$ cat src/rtl/midi_pkg.sv
// Shared constants, FSM states and voice table entry type for the voice allocator.
package midi_pkg;

  localparam int NUM_VOICES = 16;
  localparam int IDX_W      = 4;
  localparam int AGE_W      = 8;

  localparam logic [7:0] NOTE_LO       = 8'd21;
  localparam logic [7:0] NOTE_HI       = 8'd116;
  localparam logic [3:0] MIDI_NOTE_ON  = 4'h9;
  localparam logic [3:0] MIDI_NOTE_OFF = 4'h8;

  localparam logic [AGE_W-1:0] AGE_ONE = {{(AGE_W-1){1'b0}}, 1'b1};
  localparam logic [AGE_W-1:0] AGE_MAX = {AGE_W{1'b1}};

  typedef enum logic [1:0] {
    IDLE,
    SCAN,
    COMMIT
  } state_e;

  typedef struct packed {
    logic             active;
    logic [3:0]       channel;
    logic [7:0]       note;
    logic [AGE_W-1:0] age;
  } voice_entry_t;

  function automatic logic key_eq(input voice_entry_t e, input logic [3:0] ch,
                                  input logic [7:0] note);
    return e.active && (e.channel == ch) && (e.note == note);
  endfunction

endpackage

$ cat src/rtl/voice_select.sv
// Running comparator over the voice table: one entry per enabled cycle, tracking
// first matching voice, lowest free voice and oldest active voice.
module voice_select
  import midi_pkg::*;
(
  input  logic             clock,
  input  logic             reset,
  input  logic             clr,
  input  logic             en,
  input  logic [IDX_W-1:0] idx,
  input  voice_entry_t     entry,
  input  logic [3:0]       key_channel,
  input  logic [7:0]       key_note,
  output logic             match_vld,
  output logic [IDX_W-1:0] match_idx,
  output logic             free_vld,
  output logic [IDX_W-1:0] free_idx,
  output logic             old_vld,
  output logic [IDX_W-1:0] old_idx
);

  logic             match_vld_q, match_vld_d;
  logic [IDX_W-1:0] match_idx_q, match_idx_d;
  logic             free_vld_q, free_vld_d;
  logic [IDX_W-1:0] free_idx_q, free_idx_d;
  logic             old_vld_q, old_vld_d;
  logic [IDX_W-1:0] old_idx_q, old_idx_d;
  logic [AGE_W-1:0] old_age_q, old_age_d;

  always_comb begin
    match_vld_d = match_vld_q;
    match_idx_d = match_idx_q;
    free_vld_d  = free_vld_q;
    free_idx_d  = free_idx_q;
    old_vld_d   = old_vld_q;
    old_idx_d   = old_idx_q;
    old_age_d   = old_age_q;
    if (clr) begin
      match_vld_d = 1'b0;
      match_idx_d = '0;
      free_vld_d  = 1'b0;
      free_idx_d  = '0;
      old_vld_d   = 1'b0;
      old_idx_d   = '0;
      old_age_d   = '0;
    end else if (en) begin
      if (!match_vld_q && key_eq(entry, key_channel, key_note)) begin
        match_vld_d = 1'b1;
        match_idx_d = idx;
      end
      if (!free_vld_q && !entry.active) begin
        free_vld_d = 1'b1;
        free_idx_d = idx;
      end
      // Strict compare keeps the lowest index on equal ages (scan is ascending).
      if (entry.active && (!old_vld_q || (entry.age > old_age_q))) begin
        old_vld_d = 1'b1;
        old_idx_d = idx;
        old_age_d = entry.age;
      end
    end
  end

  always_ff @(posedge clock or negedge reset) begin
    if (!reset) begin
      match_vld_q <= 1'b0;
      match_idx_q <= '0;
      free_vld_q  <= 1'b0;
      free_idx_q  <= '0;
      old_vld_q   <= 1'b0;
      old_idx_q   <= '0;
      old_age_q   <= '0;
    end else begin
      match_vld_q <= match_vld_d;
      match_idx_q <= match_idx_d;
      free_vld_q  <= free_vld_d;
      free_idx_q  <= free_idx_d;
      old_vld_q   <= old_vld_d;
      old_idx_q   <= old_idx_d;
      old_age_q   <= old_age_d;
    end
  end

  assign match_vld = match_vld_q;
  assign match_idx = match_idx_q;
  assign free_vld  = free_vld_q;
  assign free_idx  = free_idx_q;
  assign old_vld   = old_vld_q;
  assign old_idx   = old_idx_q;

endmodule

$ cat src/rtl/voice_allocator.sv
// Note-event sequencer owning the 16-slot voice table: allocates, retriggers or
// steals voices on note-on and silences matching voices on note-off.
module voice_allocator
  import midi_pkg::*;
(
  input  logic                  clock,
  input  logic                  reset,
  input  logic                  evt_valid,
  output logic                  evt_ready,
  input  logic [3:0]            evt_status,
  input  logic [3:0]            evt_channel,
  input  logic [7:0]            evt_note,
  input  logic [7:0]            evt_velocity,
  output logic                  cfg_we,
  output logic [IDX_W-1:0]      cfg_voice,
  output logic [3:0]            cfg_channel,
  output logic [7:0]            cfg_note,
  output logic                  cfg_gate,
  output logic [NUM_VOICES-1:0] active_mask,
  output logic [7:0]            steal_count,
  output logic                  busy
);

  localparam logic [IDX_W-1:0] LAST_IDX = IDX_W'(NUM_VOICES - 1);

  state_e           state_q, state_d;
  logic [IDX_W-1:0] scan_idx_q, scan_idx_d;
  logic             ev_on_q, ev_on_d;
  logic [3:0]       ev_ch_q, ev_ch_d;
  logic [7:0]       ev_note_q, ev_note_d;
  voice_entry_t     table_q [NUM_VOICES];
  voice_entry_t     table_d [NUM_VOICES];
  logic             cfg_we_q, cfg_we_d;
  logic [IDX_W-1:0] cfg_voice_q, cfg_voice_d;
  logic [3:0]       cfg_channel_q, cfg_channel_d;
  logic [7:0]       cfg_note_q, cfg_note_d;
  logic             cfg_gate_q, cfg_gate_d;
  logic [7:0]       steal_count_q, steal_count_d;

  logic             note_ok, is_on, is_off;
  logic             match_vld, free_vld, old_vld;
  logic [IDX_W-1:0] match_idx, free_idx, old_idx;
  logic             have_target, steal;
  logic [IDX_W-1:0] target;

  assign note_ok = (evt_note >= NOTE_LO) && (evt_note <= NOTE_HI);
  assign is_on   = (evt_status == MIDI_NOTE_ON) && (evt_velocity != 8'd0);
  assign is_off  = (evt_status == MIDI_NOTE_OFF) ||
                   ((evt_status == MIDI_NOTE_ON) && (evt_velocity == 8'd0));

  voice_select u_select (
    .clock       (clock),
    .reset       (reset),
    .clr         (state_q == IDLE),
    .en          (state_q == SCAN),
    .idx         (scan_idx_q),
    .entry       (table_q[scan_idx_q]),
    .key_channel (ev_ch_q),
    .key_note    (ev_note_q),
    .match_vld   (match_vld),
    .match_idx   (match_idx),
    .free_vld    (free_vld),
    .free_idx    (free_idx),
    .old_vld     (old_vld),
    .old_idx     (old_idx)
  );

  assign have_target = match_vld || free_vld || old_vld;

  always_comb begin
    steal  = 1'b0;
    target = old_idx;
    if (match_vld) begin
      target = match_idx;
    end else if (free_vld) begin
      target = free_idx;
    end else begin
      steal = 1'b1;
    end
  end

  always_comb begin
    state_d       = state_q;
    scan_idx_d    = scan_idx_q;
    ev_on_d       = ev_on_q;
    ev_ch_d       = ev_ch_q;
    ev_note_d     = ev_note_q;
    table_d       = table_q;
    cfg_we_d      = 1'b0;
    cfg_voice_d   = cfg_voice_q;
    cfg_channel_d = cfg_channel_q;
    cfg_note_d    = cfg_note_q;
    cfg_gate_d    = cfg_gate_q;
    steal_count_d = steal_count_q;
    case (state_q)
      IDLE: begin
        // Unclassifiable or out-of-range events are consumed without leaving IDLE.
        if (evt_valid && note_ok && (is_on || is_off)) begin
          state_d    = SCAN;
          scan_idx_d = '0;
          ev_on_d    = is_on;
          ev_ch_d    = evt_channel;
          ev_note_d  = evt_note;
        end
      end
      SCAN: begin
        if (!ev_on_q && key_eq(table_q[scan_idx_q], ev_ch_q, ev_note_q)) begin
          cfg_we_d                     = 1'b1;
          cfg_voice_d                  = scan_idx_q;
          cfg_channel_d                = ev_ch_q;
          cfg_note_d                   = ev_note_q;
          cfg_gate_d                   = 1'b0;
          table_d[scan_idx_q].active   = 1'b0;
        end
        scan_idx_d = scan_idx_q + IDX_W'(1);
        if (scan_idx_q == LAST_IDX) begin
          state_d = COMMIT;
        end
      end
      COMMIT: begin
        state_d = IDLE;
        if (ev_on_q && have_target) begin
          cfg_we_d      = 1'b1;
          cfg_voice_d   = target;
          cfg_channel_d = ev_ch_q;
          cfg_note_d    = ev_note_q;
          cfg_gate_d    = 1'b1;
          if (steal && (steal_count_q != 8'hFF)) begin
            steal_count_d = steal_count_q + 8'd1;
          end
          for (int i = 0; i < NUM_VOICES; i++) begin
            if (IDX_W'(i) == target) begin
              table_d[i].active  = 1'b1;
              table_d[i].channel = ev_ch_q;
              table_d[i].note    = ev_note_q;
              table_d[i].age     = '0;
            end else if (table_q[i].active && (table_q[i].age != AGE_MAX)) begin
              table_d[i].age = table_q[i].age + AGE_ONE;
            end
          end
        end
      end
      default: state_d = IDLE;
    endcase
  end

  always_ff @(posedge clock or negedge reset) begin
    if (!reset) begin
      state_q       <= IDLE;
      scan_idx_q    <= '0;
      ev_on_q       <= 1'b0;
      ev_ch_q       <= '0;
      ev_note_q     <= '0;
      table_q       <= '{default: '0};
      cfg_we_q      <= 1'b0;
      cfg_voice_q   <= '0;
      cfg_channel_q <= '0;
      cfg_note_q    <= '0;
      cfg_gate_q    <= 1'b0;
      steal_count_q <= '0;
    end else begin
      state_q       <= state_d;
      scan_idx_q    <= scan_idx_d;
      ev_on_q       <= ev_on_d;
      ev_ch_q       <= ev_ch_d;
      ev_note_q     <= ev_note_d;
      table_q       <= table_d;
      cfg_we_q      <= cfg_we_d;
      cfg_voice_q   <= cfg_voice_d;
      cfg_channel_q <= cfg_channel_d;
      cfg_note_q    <= cfg_note_d;
      cfg_gate_q    <= cfg_gate_d;
      steal_count_q <= steal_count_d;
    end
  end

  for (genvar gi = 0; gi < NUM_VOICES; gi++) begin : g_mask
    assign active_mask[gi] = table_q[gi].active;
  end

  assign evt_ready   = (state_q == IDLE);
  assign busy        = (state_q != IDLE);
  assign cfg_we      = cfg_we_q;
  assign cfg_voice   = cfg_voice_q;
  assign cfg_channel = cfg_channel_q;
  assign cfg_note    = cfg_note_q;
  assign cfg_gate    = cfg_gate_q;
  assign steal_count = steal_count_q;

endmodule

$ cat config.mk
export PLATFORM = sky130hd
export DESIGN_NAME = voice_allocator
export DESIGN_NICKNAME = d
export VERILOG_FILES = /design/src/rtl/midi_pkg.sv /design/src/rtl/voice_select.sv /design/src/rtl/voice_allocator.sv
export SDC_FILE = /design/constraint.sdc
export NUM_CORES = 1
export LEC_CHECK = 0
export ABC_AREA = 1
export ABC_CLOCK_PERIOD_IN_PS = 11100
export BUFFER_PORTS_ARGS = -buffer_cell sky130_fd_sc_hd__buf_2
export CORE_UTILIZATION = 30
export CTS_BUF_LIST = sky130_fd_sc_hd__clkbuf_16
export CTS_CLUSTER_DIAMETER = 30
export DETAILED_ROUTE_END_ITERATION = 6
export SLEW_MARGIN = 20
export SYNTH_ARGS = -nofsm -noshare
export SYNTH_HDL_FRONTEND = slang
export SYNTH_SLANG_ARGS = --single-unit
$ cat constraint.sdc
create_clock -name clock -period 11.1 [get_ports clock]
set_input_delay 1.665 -clock clock [delete_from_list [all_inputs] [get_ports clock]]
set_output_delay 1.665 -clock clock [all_outputs]
set_load 0.03 [all_outputs]
==> flow_summary_export.csv <==
group,metric,value,unit
layout,area_delta_synth_final,20.93,%
sta,setup_viol,0,
synthesis,synthFlopType,"dfrtp_1",
global_route,grt_pass1_vias,18540,
routing,drc,0,
global_route,grt_max_degree,201,
synthesis,synth_area_leaders,"dfrtp_1, nand2_1, o21ai_0",
cts,cts_sinks,404,
sta,max_freq,207.1,MHz
global_route,grt_pass1_wl,105.7,mm
placed_design,placed_cell_area,22580,sq um
global_route,antenna_found_initial,1,
routing,vias,19620,
pwr,p_sw,2614,uW
cts,clock_tree.buffer_depth,3,
sta,period_minus_slack,4828,ps
layout,finish.utilization,36.95,%
sta,setup_slack,6272,ps
synthesis,synth_cells,2885,
cts,tritoncts,"yes",
synthesis,ys_warn_count,0,
sta,setup_tns,0,ps
min_path,hold_depth,2,
sta,slew_headroom,25.66,%
synthesis,async_reset_ff_share,100.0,%
flow_run,max-cap-violations,0,
setup_path,path_class,"flip-flop to flip-flop",
cts,clock_latency,650,ps
sta,layout_worst_path_cycle_share,43.50,%
layout,diodes,0,
layout,drive_gt1_share,10.14,%
cts,numCtsBuffers,97,
setup_path,crit_required,11640,ps
setup_path,worst_setup_path_end_kind,"flip-flop",
pwr,p_int,4343,uW
synthesis,synth.most_common_cell,"nand2_1",
pwr,seq_power_share,29.0,%
floorplanning,die_w,270.0,microns
global_route,grt_use_total,18.28,%
synthesis,synth_largest_area_cell,"dfrtp_1",
synthesis,syn-cell-area,21540,sq um
synthesis,ys_seq_area_share,46.93,%
sta,rsz0062_at_grt,"false",
sta,hold_viol,0,
cts,htreeDepth,3,
sta,worst_pin_slew,1115,ps
setup_path,cp-start-kind,"flip-flop",
floorplanning,start_util,30.55,%
routing,drtPass1Iterations,6,
placed_design,io_buffers,70,
pwr,switching_share,37.57,%
routing,drt_iter0_drc,1625,
layout,fillers,7220,
status,status,"finished clean",
pwr,power_frac_clock,42.6,%
sta,slew_viol_final,0,
cts,ctsHoldBuffers,0,
sta,clock_skew,31.34,ps
synthesis,synth_edf_count,0,
synthesis,ys_seq_elements,404,
placed_design,place.gp.congestion,0.9239,
layout,nets,2986,
routing,wl_per_cell,16.83,microns
pwr,pwr-share-comb,28.3,%
setup_path,crit_fanout,92,
pwr,peakVddDrop,0.0001688,V
global_route,grt.overflow.total,0,
min_path,min_path_type,"flip-flop to flip-flop",
pwr,leakage,0.01214,uW
floorplanning,num_rows,97,
floorplanning,core_area,70510,sq um
cts,post_cts_buffers,0,
synthesis,ys_types,54,
floorplanning,ios,71,
setup_path,reg2regPathDepth,15,
placed_design,place_ws,6331,ps
floorplanning,chipHeight,270.0,microns
routing,ant_nets,0,
synthesis,synthDominantCellAreaShare,46.93,%
synthesis,netlist_top_cells_count,"nand2_1, dfrtp_1, o21ai_0",
layout,final_area,26050,sq um
routing,via_per_inst,4.969,
synthesis,synth_fp_nets,2945,
pwr,power_density,267.0,nW/um^2
cts,cts-root-buf,"clkbuf_16",
cts,cts.clk_slew.worst_paths,40,ps
setup_path,critPathArrivalTime,5370,ps
routing,wl,66.45,mm
synthesis,avgSynthCellArea,7.467,sq um
cts,ctsResizeCount,0,
floorplanning,dieArea,72890,sq um
placed_design,dp_hpwl,44.05,mm
==> worst max-delay path, cell delays in order (launching register included) <==
cell and delay (ps):
dfrtp_4 490, inv_4 360, buf_4 850, a21oi_1 120, o21ai_0 120, a21oi_1 100, or4_1 550, ha_1 330
nand2_1 60, o21a_1 180, o221ai_1 130, o21ai_0 130, a211o_1 380, nor2_1 490, inv_1 210, o21ai_0 210
==> power by group through the flow <==
stage               Sequential (uW)  Clock [uW]  Combinational [uW]
finish                         2020        2970                1970
global route                   2050        3080                2210
CTS                            2020        3000                1960
detailed placement             2030           0                1950
global placement               2040           0                1940
floorplan                      1960           0                1380
==> metal layers <==
metal | part of all wire (%) | up-vias | global-route usage, %
li1 | - | 9522 | -
met1 | 47 | 9276 | 25.93
met2 | 43 | 689 | 27.36
met3 | 7.2 | 130 | 3.592
met4 | 2.8 | 0 | 6.803
met5 | 0 | - | 0
==> state kept, by name, indices dropped and copies added, names as in the netlist, 8 cells and up <==
| signal | cells |
|---|---|
| steal_count | 8 |
| table_q | 320 |
| u_select.old_age_q | 8 |
| ev_note_q | 8 |
| active_mask | 16 |
| cfg_note | 8 |
==> cells by family after synthesis <==
group	after synthesis	share of synthesized area, %
compound gates	637	15.54
xor+xnor	22	0.8944
simple gates	1279	24.99
buf+inv	505	9.467
mux	5	0.2613
flops	404	46.93
fa+ha+maj	33	1.917
==> path summary, 6_finish.rpt <==
path | from | endpoint | slack (ps)
min reg2reg | table_q[221] | table_q[221] | 470
min in group asynchronous | reset | table_q[269] | 1000
max in group asynchronous | reset | scan_idx_q[0] | 7750
max reg2reg | scan_idx_q[0] | u_select.old_idx[3] | 6270
max | scan_idx_q[0] | u_select.old_idx[3] | 6270
min | table_q[221] | table_q[221] | 470
==> through the flow <==
| stage | hold WS [ps] | std cells | power, uW |
|---|---|---|---|
| after floorplan | 444.4 | 2885 | 3335 |
| after global placement | 462.3 | 3766 | 3978 |
| after detailed placement | 462.2 | 3766 | 3985 |
| after CTS | 476.6 | 3947 | 6977 |
| after global routing | 492.4 | 3948 | 7343 |
| final | 472.0 | 3948 | 6956 |
==> layout by cell type, fill, tap and decap left out, types with 12 or more instances in the layout <==
| cell | netlist | layout |
|---|---|---|
| nand2_1 | 774 | 772 |
| nor4_1 | 12 | 12 |
| o21ai_1 | 30 | 30 |
| clkinv_2 | 0 | 26 |
| nor2_1 | 190 | 187 |
| ha_1 | 33 | 32 |
| o21ai_0 | 386 | 386 |
| a21oi_1 | 170 | 170 |
| clkinv_1 | 6 | 15 |
| nand4_1 | 79 | 79 |
| buf_2 | 46 | 69 |
| nand3_1 | 150 | 150 |
| clkinvlp_4 | 0 | 15 |
| inv_1 | 334 | 341 |
| nor3_1 | 40 | 40 |
| dfrtp_1 | 404 | 402 |
| bufinv_16 | 0 | 18 |
| xor2_1 | 13 | 13 |
| buf_4 | 21 | 26 |
| clkbuf_16 | 0 | 100 |
==> final cells by class <==
cell class / instances / area (sq um) / share of cell area, %
Sequential cell: 404 / 10110 / 38.82
Tap cell: 940 / 1176 / 4.514
Clock inverter: 81 / 928.4 / 3.564
Timing Repair Buffer: 98 / 603.1 / 2.315
Inverter: 349 / 1314 / 5.043
Clock buffer: 100 / 2502 / 9.605
Multi-Input combinational cell: 1976 / 9414 / 36.13
Power figures use the tool's default switching activity.
